[src/rtl/huff_bit_packer_if.sv]
// rtl/huff_bit_packer_if.sv - code input and packed word output bundle for the Huffman bit packer
interface huff_bit_packer_if #(
  parameter int MAX_CODE_LEN = 15
);
  logic                    code_valid;
  logic                    code_ready;
  logic [MAX_CODE_LEN-1:0] code_bits;
  logic [3:0]              code_len;
  logic                    flush;
  logic                    out_valid;
  logic                    out_ready;
  logic [7:0]              out_data;
  logic                    out_last;
  logic [2:0]              pad_bits;
  logic                    done;
  logic [15:0]             byte_count;

  modport master (
    output code_valid, code_bits, code_len, flush, out_ready,
    input  code_ready, out_valid, out_data, out_last, pad_bits, done, byte_count
  );

  modport slave (
    input  code_valid, code_bits, code_len, flush, out_ready,
    output code_ready, out_valid, out_data, out_last, pad_bits, done, byte_count
  );
endinterface

[src/rtl/huff_bit_packer.sv]
// rtl/huff_bit_packer.sv - packs variable-length Huffman codes LSB-first into 8-bit words
module huff_bit_packer #(
  parameter int MAX_CODE_LEN = 15,
  parameter int OUT_W        = 8
) (
  input logic             clk,
  input logic             rst,
  huff_bit_packer_if.slave bus
);
  localparam int ACC_W = 7 + MAX_CODE_LEN;

  typedef enum logic [1:0] {PACK, FLUSH, DONE} state_t;

  state_t            state, state_nxt;
  logic [ACC_W-1:0]  acc, acc_nxt;
  logic [4:0]        bit_cnt, bit_cnt_nxt;
  logic [15:0]       byte_count, byte_count_nxt, byte_count_inc;
  logic [ACC_W-1:0]  code_mask, code_ins;
  logic [8:0]        flush_mask_full;
  logic [4:0]        pad_full;
  logic              code_ready, out_valid, out_last, done;
  logic [OUT_W-1:0]  out_word;
  logic [2:0]        pad_bits;

  // Bits above code_len are masked off; acc above bit_cnt is always zero so OR inserts cleanly.
  always_comb begin
    code_mask       = (ACC_W'(1) << bus.code_len) - ACC_W'(1);
    code_ins        = (ACC_W'(bus.code_bits) & code_mask) << bit_cnt;
    flush_mask_full = (9'd1 << bit_cnt[2:0]) - 9'd1;
    pad_full        = 5'(OUT_W) - bit_cnt;
    byte_count_inc  = (byte_count == 16'hFFFF) ? byte_count : byte_count + 16'd1;
  end

  always_comb begin
    state_nxt      = state;
    acc_nxt        = acc;
    bit_cnt_nxt    = bit_cnt;
    byte_count_nxt = byte_count;
    code_ready     = 1'b0;
    out_valid      = 1'b0;
    out_word       = acc[OUT_W-1:0];
    out_last       = 1'b0;
    pad_bits       = 3'd0;
    done           = 1'b0;
    case (state)
      PACK: begin
        code_ready = (bit_cnt < 5'(OUT_W)) && !bus.flush;
        out_valid  = (bit_cnt >= 5'(OUT_W));
        if (out_valid && bus.out_ready) begin
          acc_nxt        = acc >> OUT_W;
          bit_cnt_nxt    = bit_cnt - 5'(OUT_W);
          byte_count_nxt = byte_count_inc;
        end else if (bus.code_valid && code_ready) begin
          acc_nxt     = acc | code_ins;
          bit_cnt_nxt = bit_cnt + {1'b0, bus.code_len};
        end else if (bus.flush && (bit_cnt < 5'(OUT_W))) begin
          state_nxt = (bit_cnt == 5'd0) ? DONE : FLUSH;
        end
      end
      FLUSH: begin
        out_valid = 1'b1;
        out_word  = acc[OUT_W-1:0] & flush_mask_full[OUT_W-1:0];
        out_last  = 1'b1;
        pad_bits  = pad_full[2:0];
        if (bus.out_ready) begin
          acc_nxt        = '0;
          bit_cnt_nxt    = 5'd0;
          byte_count_nxt = byte_count_inc;
          state_nxt      = DONE;
        end
      end
      DONE: begin
        done           = 1'b1;
        byte_count_nxt = 16'd0;
        state_nxt      = PACK;
      end
      default: state_nxt = PACK;
    endcase
  end

  always_ff @(posedge clk or posedge rst) begin
    if (rst) begin
      state      <= PACK;
      acc        <= '0;
      bit_cnt    <= 5'd0;
      byte_count <= 16'd0;
    end else begin
      state      <= state_nxt;
      acc        <= acc_nxt;
      bit_cnt    <= bit_cnt_nxt;
      byte_count <= byte_count_nxt;
    end
  end

  assign bus.code_ready = code_ready;
  assign bus.out_valid  = out_valid;
  assign bus.out_data   = out_word;
  assign bus.out_last   = out_last;
  assign bus.pad_bits   = pad_bits;
  assign bus.done       = done;
  assign bus.byte_count = byte_count;
endmodule

[src/flat_wrapper.sv]
// flat-port wrapper written by rule: the top's interface ports become plain ports
module huff_bit_packer_flat 
#(
  parameter int MAX_CODE_LEN = 15,
  parameter int OUT_W        = 8
)
  (clk, rst, bus_code_valid, bus_code_bits, bus_code_len, bus_flush, bus_out_ready, bus_code_ready, bus_out_valid, bus_out_data, bus_out_last, bus_pad_bits, bus_done, bus_byte_count);
  huff_bit_packer_if #(.MAX_CODE_LEN(MAX_CODE_LEN)) bus_i ();
  input logic clk;
  input logic rst;
  input wire logic [$bits(bus_i.code_valid)-1:0] bus_code_valid;
  input wire logic [$bits(bus_i.code_bits)-1:0] bus_code_bits;
  input wire logic [$bits(bus_i.code_len)-1:0] bus_code_len;
  input wire logic [$bits(bus_i.flush)-1:0] bus_flush;
  input wire logic [$bits(bus_i.out_ready)-1:0] bus_out_ready;
  output wire logic [$bits(bus_i.code_ready)-1:0] bus_code_ready;
  output wire logic [$bits(bus_i.out_valid)-1:0] bus_out_valid;
  output wire logic [$bits(bus_i.out_data)-1:0] bus_out_data;
  output wire logic [$bits(bus_i.out_last)-1:0] bus_out_last;
  output wire logic [$bits(bus_i.pad_bits)-1:0] bus_pad_bits;
  output wire logic [$bits(bus_i.done)-1:0] bus_done;
  output wire logic [$bits(bus_i.byte_count)-1:0] bus_byte_count;
  assign bus_i.code_valid = bus_code_valid;
  assign bus_i.code_bits = bus_code_bits;
  assign bus_i.code_len = bus_code_len;
  assign bus_i.flush = bus_flush;
  assign bus_i.out_ready = bus_out_ready;
  assign bus_code_ready = bus_i.code_ready;
  assign bus_out_valid = bus_i.out_valid;
  assign bus_out_data = bus_i.out_data;
  assign bus_out_last = bus_i.out_last;
  assign bus_pad_bits = bus_i.pad_bits;
  assign bus_done = bus_i.done;
  assign bus_byte_count = bus_i.byte_count;
  huff_bit_packer #(.MAX_CODE_LEN(MAX_CODE_LEN), .OUT_W(OUT_W)) u_core (.clk(clk), .rst(rst), .bus(bus_i));
endmodule
[config.mk]
export PLATFORM = sky130hd
export DESIGN_NAME = huff_bit_packer_flat
export DESIGN_NICKNAME = d
export VERILOG_FILES = /design/src/rtl/huff_bit_packer_if.sv /design/src/rtl/huff_bit_packer.sv /design/src/flat_wrapper.sv
export SDC_FILE = /design/constraint.sdc
export NUM_CORES = 1
export LEC_CHECK = 0
export BUFFER_PORTS_ARGS = -buffer_cell sky130_fd_sc_hd__buf_4
export CORE_ASPECT_RATIO = 1.1
export CORE_MARGIN = 1.5
export CORE_UTILIZATION = 64
export CTS_CLUSTER_SIZE = 40
export DETAILED_ROUTE_END_ITERATION = 10
export PLACE_DENSITY = 0.93
export SETUP_SLACK_MARGIN = 0.1
export SYNTH_ARGS = -nofsm -noshare
export SYNTH_HDL_FRONTEND = slang
export SYNTH_SLANG_ARGS = --single-unit
[constraint.sdc]
create_clock -name clk -period 7.4 [get_ports clk]
set_input_delay 0.74 -clock clk [delete_from_list [all_inputs] [get_ports clk]]
set_output_delay 0.74 -clock clk [all_outputs]
set_load 0.1 [all_outputs]
Word level (Yosys, flattened, before mapping):

Index checks and enable logic that the tools add are counted.

* register bits: 45
* input bits: 24
* output and inout bits: 31
* logic and storage cells: 63

* reductions and logical operators: 12
* bitwise logic cells: 3
* equal/unequal tests: 9
* add/sub/neg operators: 6
* mux-type cells: 24
* shifts and indexed selects: 3
* magnitude comparators: 2

Operators by type and width (count)
* $mux W22: 3
* $mux W16: 3
* $pmux W16 S3: 1
* $pmux W22 S2: 1
* $and A15 B22 Y22: 1
* $or A22 B22 Y22: 1
* $shl A1 B4 Y22 const A: 1
* $shl A22 B5 Y22: 1
* $sub A22 B2 Y22 const B: 1
* $add A16 B1 Y16 const B: 1
* $eq A16 B16 Y1 const B: 1
* $mux W5: 3
* $mux W2: 5
* $pmux W5 S2: 1
* $and A8 B8 Y8: 1
* $mux W8: 1
* $shl A1 B3 Y8 const A: 1
* $sub A8 B1 Y8 const B: 1
* $ne A2 B2 Y1 const B: 3
* $reduce_and A3 Y1: 2
* $add A5 B4 Y5: 1
* $ge A5 B4 Y1 const B: 1
* $logic_not A5 Y1: 1
* $lt A5 B4 Y1 const B: 1
* other kinds (16): 22

Depth between registers and ports, before layout:

* depth after elaboration: 8
* mapped depth: 13
* mapped depth without buffers: 9

Least setup slack after synthesis:

OpenSTA, ideal clock, no wires.

* path type: flip-flop to output port
* start point: register u_core.bit_cnt[0]
* end point: output port bus_out_data[4]
* path buffers: 3
* arrival time: 4.358 ns
* cell stages (with the launch flop): 12
* slack: 2.302 ns
* data required time: 6.660 ns
* path through: dfrtp_1 clkbuf_1 inv_1 clkbuf_1 buf_1 ha_1 ha_1 inv_1 ha_1 o21ai_0 xor2_1 a21boi_0

* word-level cells in the longest chain between the ends: 4

Ends and longest elaborated chain
* start: declaration: line huff_bit_packer.sv:16 `logic [4:0] bit_cnt, bit_cnt_nxt;`
* start signal: assignment: line huff_bit_packer.sv:90 `bit_cnt <= bit_cnt_nxt;`
* $shl A1 B3 Y8: line huff_bit_packer.sv:29 `flush_mask_full = (9'd1 << bit_cnt[2:0]) - 9'd1;`
* $sub A8 B1 Y8: line huff_bit_packer.sv:29
* $and A8 B8 Y8: line huff_bit_packer.sv:62 `out_word = acc[OUT_W-1:0] & flush_mask_full[OUT_W-1:0];`
* $mux W8: line huff_bit_packer.sv:45 `case (state)`
* end: declaration: line flat_wrapper.sv:18 `output wire logic [$bits(bus_i.out_data)-1:0] bus_out_data;`

Every way passes these cells.

Worst setup path in the final report:

* start point: register u_core.bit_cnt[2]
* end point: output port bus_out_data[7]

Same word-level chain as after synthesis.

==> reports/qor.txt <==
Metal2 WL -> 6058 um
Crit path max-delay cell type -> clkinv_1
Clock Tree Buf Depth -> 2
H-tree lvl count -> 2
FMAX -> 0.2389 GHz
Final GP Congestion -> 0.9983
Drt drc -> 0
Cell type with the largest total area after synthesis -> dfrtp_1
Hold Crit Class -> reg -> reg
Mapped cell area -> 4068 sq um
First-pass GRT wire length -> 20410 um
Lkg Pwr -> 1.913 nW
Crit share post-route -> 56.57%
Number of nets in the layout -> 587
DR pass1 iterations -> 8
Worst Setup Start Kind -> flop
Power, Total -> 0.001707 W
Routed wire length -> 12430 um
IO Pins -> 55
Worst clock skew -> 0.006608 ns
Max Cap Violations -> 0
Worst-Margin Slew -> 0.8670 ns
Final Hold Fails -> 0
Remaining antenna violation count -> 0
Synth Net Count -> 552
Crit path required time -> 6.66 ns
Top cell type's share of synthesized area -> 27.68%
Pin count of the biggest net entering global routing -> 46
RSZ-0062 raised after global routing -> no
Area of the core -> 6156 sq um
Netlist cell types -> 71
Delay of the slowest cell on the worst path -> 0.62 ns
Top Metal Used -> met4
Crit path max fanout -> 37
Metal-1 WL -> 4975 um
Worst Path Arrival -> 3.45 ns
Via density -> 7.006
Wire length on met3 -> 848 um
Most frequent CP cell -> buf_4
Sequential share of the synthesized area -> 27.68%
Die Ht -> 86.62 um
Starting Density -> 66.08%
Antenna violations before repair -> 0
Period minus WS final -> 4.186 ns
Hold-fix buffers at CTS -> 0
Synth async-reset ratio -> 100.0%
Final setup fails -> 0
Synth warn -> 0
DIE AREA -> 6843 sq um
Die Span X -> 79.01 um
Vias -> 4400
Area contributors post-synth -> dfrtp_1, ha_1, nand2_1, a21oi_1, o21ai_0
Final Max Slew Viols -> 0
FILL cells -> 471
Final core area utilization -> 74.63%
Grt total ovfl -> 0
Clock Sinks -> 45
Root buffer cell -> clkbuf_8
Antenna fix cells -> 0
Reg area -> 1126 sq um
Port Buf Inserts -> 54
Final HPWL DP -> 9085 um
Number of core rows -> 30
Post-synth EDFFs -> 0
Power Density -> 371.6 nW/um^2
CTS tree -> yes
GRT Util Overall -> 37.64%
Setup tns final -> 0 ns
Vias in the first global route -> 4156
Multi-input gate area -> 2745 sq um
Yosys reg bits -> 45
Number of gates resized after CTS -> 0
Top delay family on crit path -> buffers and inverters
Buf/Inv on CP -> 3
CTS buffer count -> 5
Outcome -> completed
Syn Inst Count -> 512
Initial drt markers -> 686
WL per Instance -> 19.79 um
Crit end category -> primary output
# Post-CTS Setup Buffers -> 0
Crit Path Category -> reg -> out
CP cell instances -> buf_4 -> clkinv_1 -> ha_1 -> or4_1 -> o21ai_0 -> a31oi_1 -> nor2b_1 -> buf_4
Peak VDD IR -> 0.2877 mV
Slew HR -> 42.08%
Ys flop type -> dfrtp_1
Reg clk slew, reported paths -> 0.09 ns
Syn_area_per_cell -> 7.945 sq um
Clk_lat worst skew -> 0.30 ns
Share of cells above drive strength 1 -> 15.15%
Area Growth Syn to Fin -> 12.95%
-- tightest hold or removal path: stages (launching register included) --
cell and delay (ns):
dfrtp_1 0.35, nand2_1 0.05, o21ai_0 0.06
-- metrics by stage --
stage	setup WS [ns]	instance area (sq um)	hold WS [ns]	cells
detailed placement	3.665	4474	0.4694	620
global placement	3.694	4474	0.4609	620
global route	3.071	4594	0.5385	628
finish	3.214	4594	0.4926	628
CTS	3.340	4594	0.4897	628
floorplan	2.302	4068	0.4435	512
-- final timing paths --
kind	from	cells past startpoint	end	slack, ns
setup / recovery	u_core.bit_cnt[2]	8	bus_out_data[7]	3.21
hold / removal	u_core.acc[1]	2	u_core.acc[1]	0.49
setup reg to reg	u_core.bit_cnt[3]	8	u_core.bus.byte_count[11]	3.96
hold reg to reg	u_core.acc[1]	2	u_core.acc[1]	0.49
max in group asynchronous	rst	3	u_core.state[1]	6.43
min in group asynchronous	rst	3	u_core.bus.byte_count[9]	0.57
-- flip-flops by register name, indices dropped and copies added (netlist names) --
signal                 flops
u_core.bus.byte_count     16
u_core.acc                22
u_core.bit_cnt             5
u_core.state               2
-- metal layers --
| layer | up-vias | GRT usage [%] |
|---|---|---|
| met3 | 50 | 4.526 |
| met5 | - | 0 |
| met4 | 0 | 19.30 |
| met1 | 2077 | 48.17 |
| li1 | 2006 | - |
| met2 | 267 | 62.55 |
-- kinds of logic after synthesis --
kind of cell	count (synthesis)	synth area share (%)
adders and majority gates	16	5.106
muxes	12	3.906
and+or+nand+nor	186	23.75
xor gates and xnor gates	15	3.230
AOI/OAI and AO/OA	190	31.50
buffers and inverters	48	4.829
DFF	45	27.68
-- area by class of cell --
class	count	area share (%)
Timing Repair Buffer	58	9.477
Clock buffer	6	1.797
Tap cell	80	2.179
Multi-Input combinational cell	419	59.75
Inverter	18	1.471
Clock inverter	2	0.8170
Sequential cell	45	24.51
-- cell usage after synthesis, drive strengths merged, types with 4 or more instances --
| master | n |
|---|---|
| nor2b | 8 |
| or2 | 5 |
| a211o | 6 |
| o22ai | 4 |
| dfrtp | 45 |
| ha | 15 |
| or3 | 9 |
| a21oi | 37 |
| nand4 | 7 |
| xor2 | 4 |
| xnor2 | 11 |
| o211ai | 15 |
| nor3 | 20 |
| nand3 | 13 |
| nand3b | 6 |
| buf | 12 |
| a22o | 4 |
| o31ai | 8 |
| a21boi | 5 |
| a31oi | 8 |
| nand2 | 48 |
| nor4b | 4 |
| a22oi | 8 |
| and2 | 6 |
| nand2b | 4 |
| mux2i | 8 |
| o21ai | 46 |
| o21a | 11 |
| a21o | 4 |
| inv | 15 |
| clkbuf | 18 |
| nor2 | 40 |
| a211oi | 9 |
-- placed cells by master (no fill, tap or decap), drive strengths merged, types with 4 or more instances in the layout --
| cell type | count |
|---|---|
| o21a | 11 |
| o211ai | 15 |
| a211o | 6 |
| o21ai | 46 |
| nor2b | 8 |
| nand3 | 13 |
| mux2i | 8 |
| a31oi | 8 |
| dfrtp | 45 |
| nor4b | 4 |
| and2 | 6 |
| nand2 | 48 |
| a21boi | 5 |
| o22ai | 4 |
| nand2b | 4 |
| clkinv | 4 |
| nor3 | 20 |
| or3 | 9 |
| o31ai | 8 |
| nand4 | 7 |
| xnor2 | 11 |
| xor2 | 4 |
| ha | 15 |
| nand3b | 6 |
| a211oi | 9 |
| nor2 | 40 |
| a22o | 4 |
| or2 | 5 |
| inv | 14 |
| a22oi | 8 |
| clkbuf | 6 |
| a21o | 4 |
| buf | 58 |
| a21oi | 37 |
-- where the power goes --
group | internal (W) | total [W] | switching, W
Clock | 0.000110 | 0.000198 | 0.0000883
Sequential | 0.000315 | 0.000385 | 0.0000705
Combinational | 0.000308 | 0.00112 | 0.000816
Total | 0.000732 | 0.00171 | 0.000975
No activity file was read; power rests on OpenSTA's default activity.
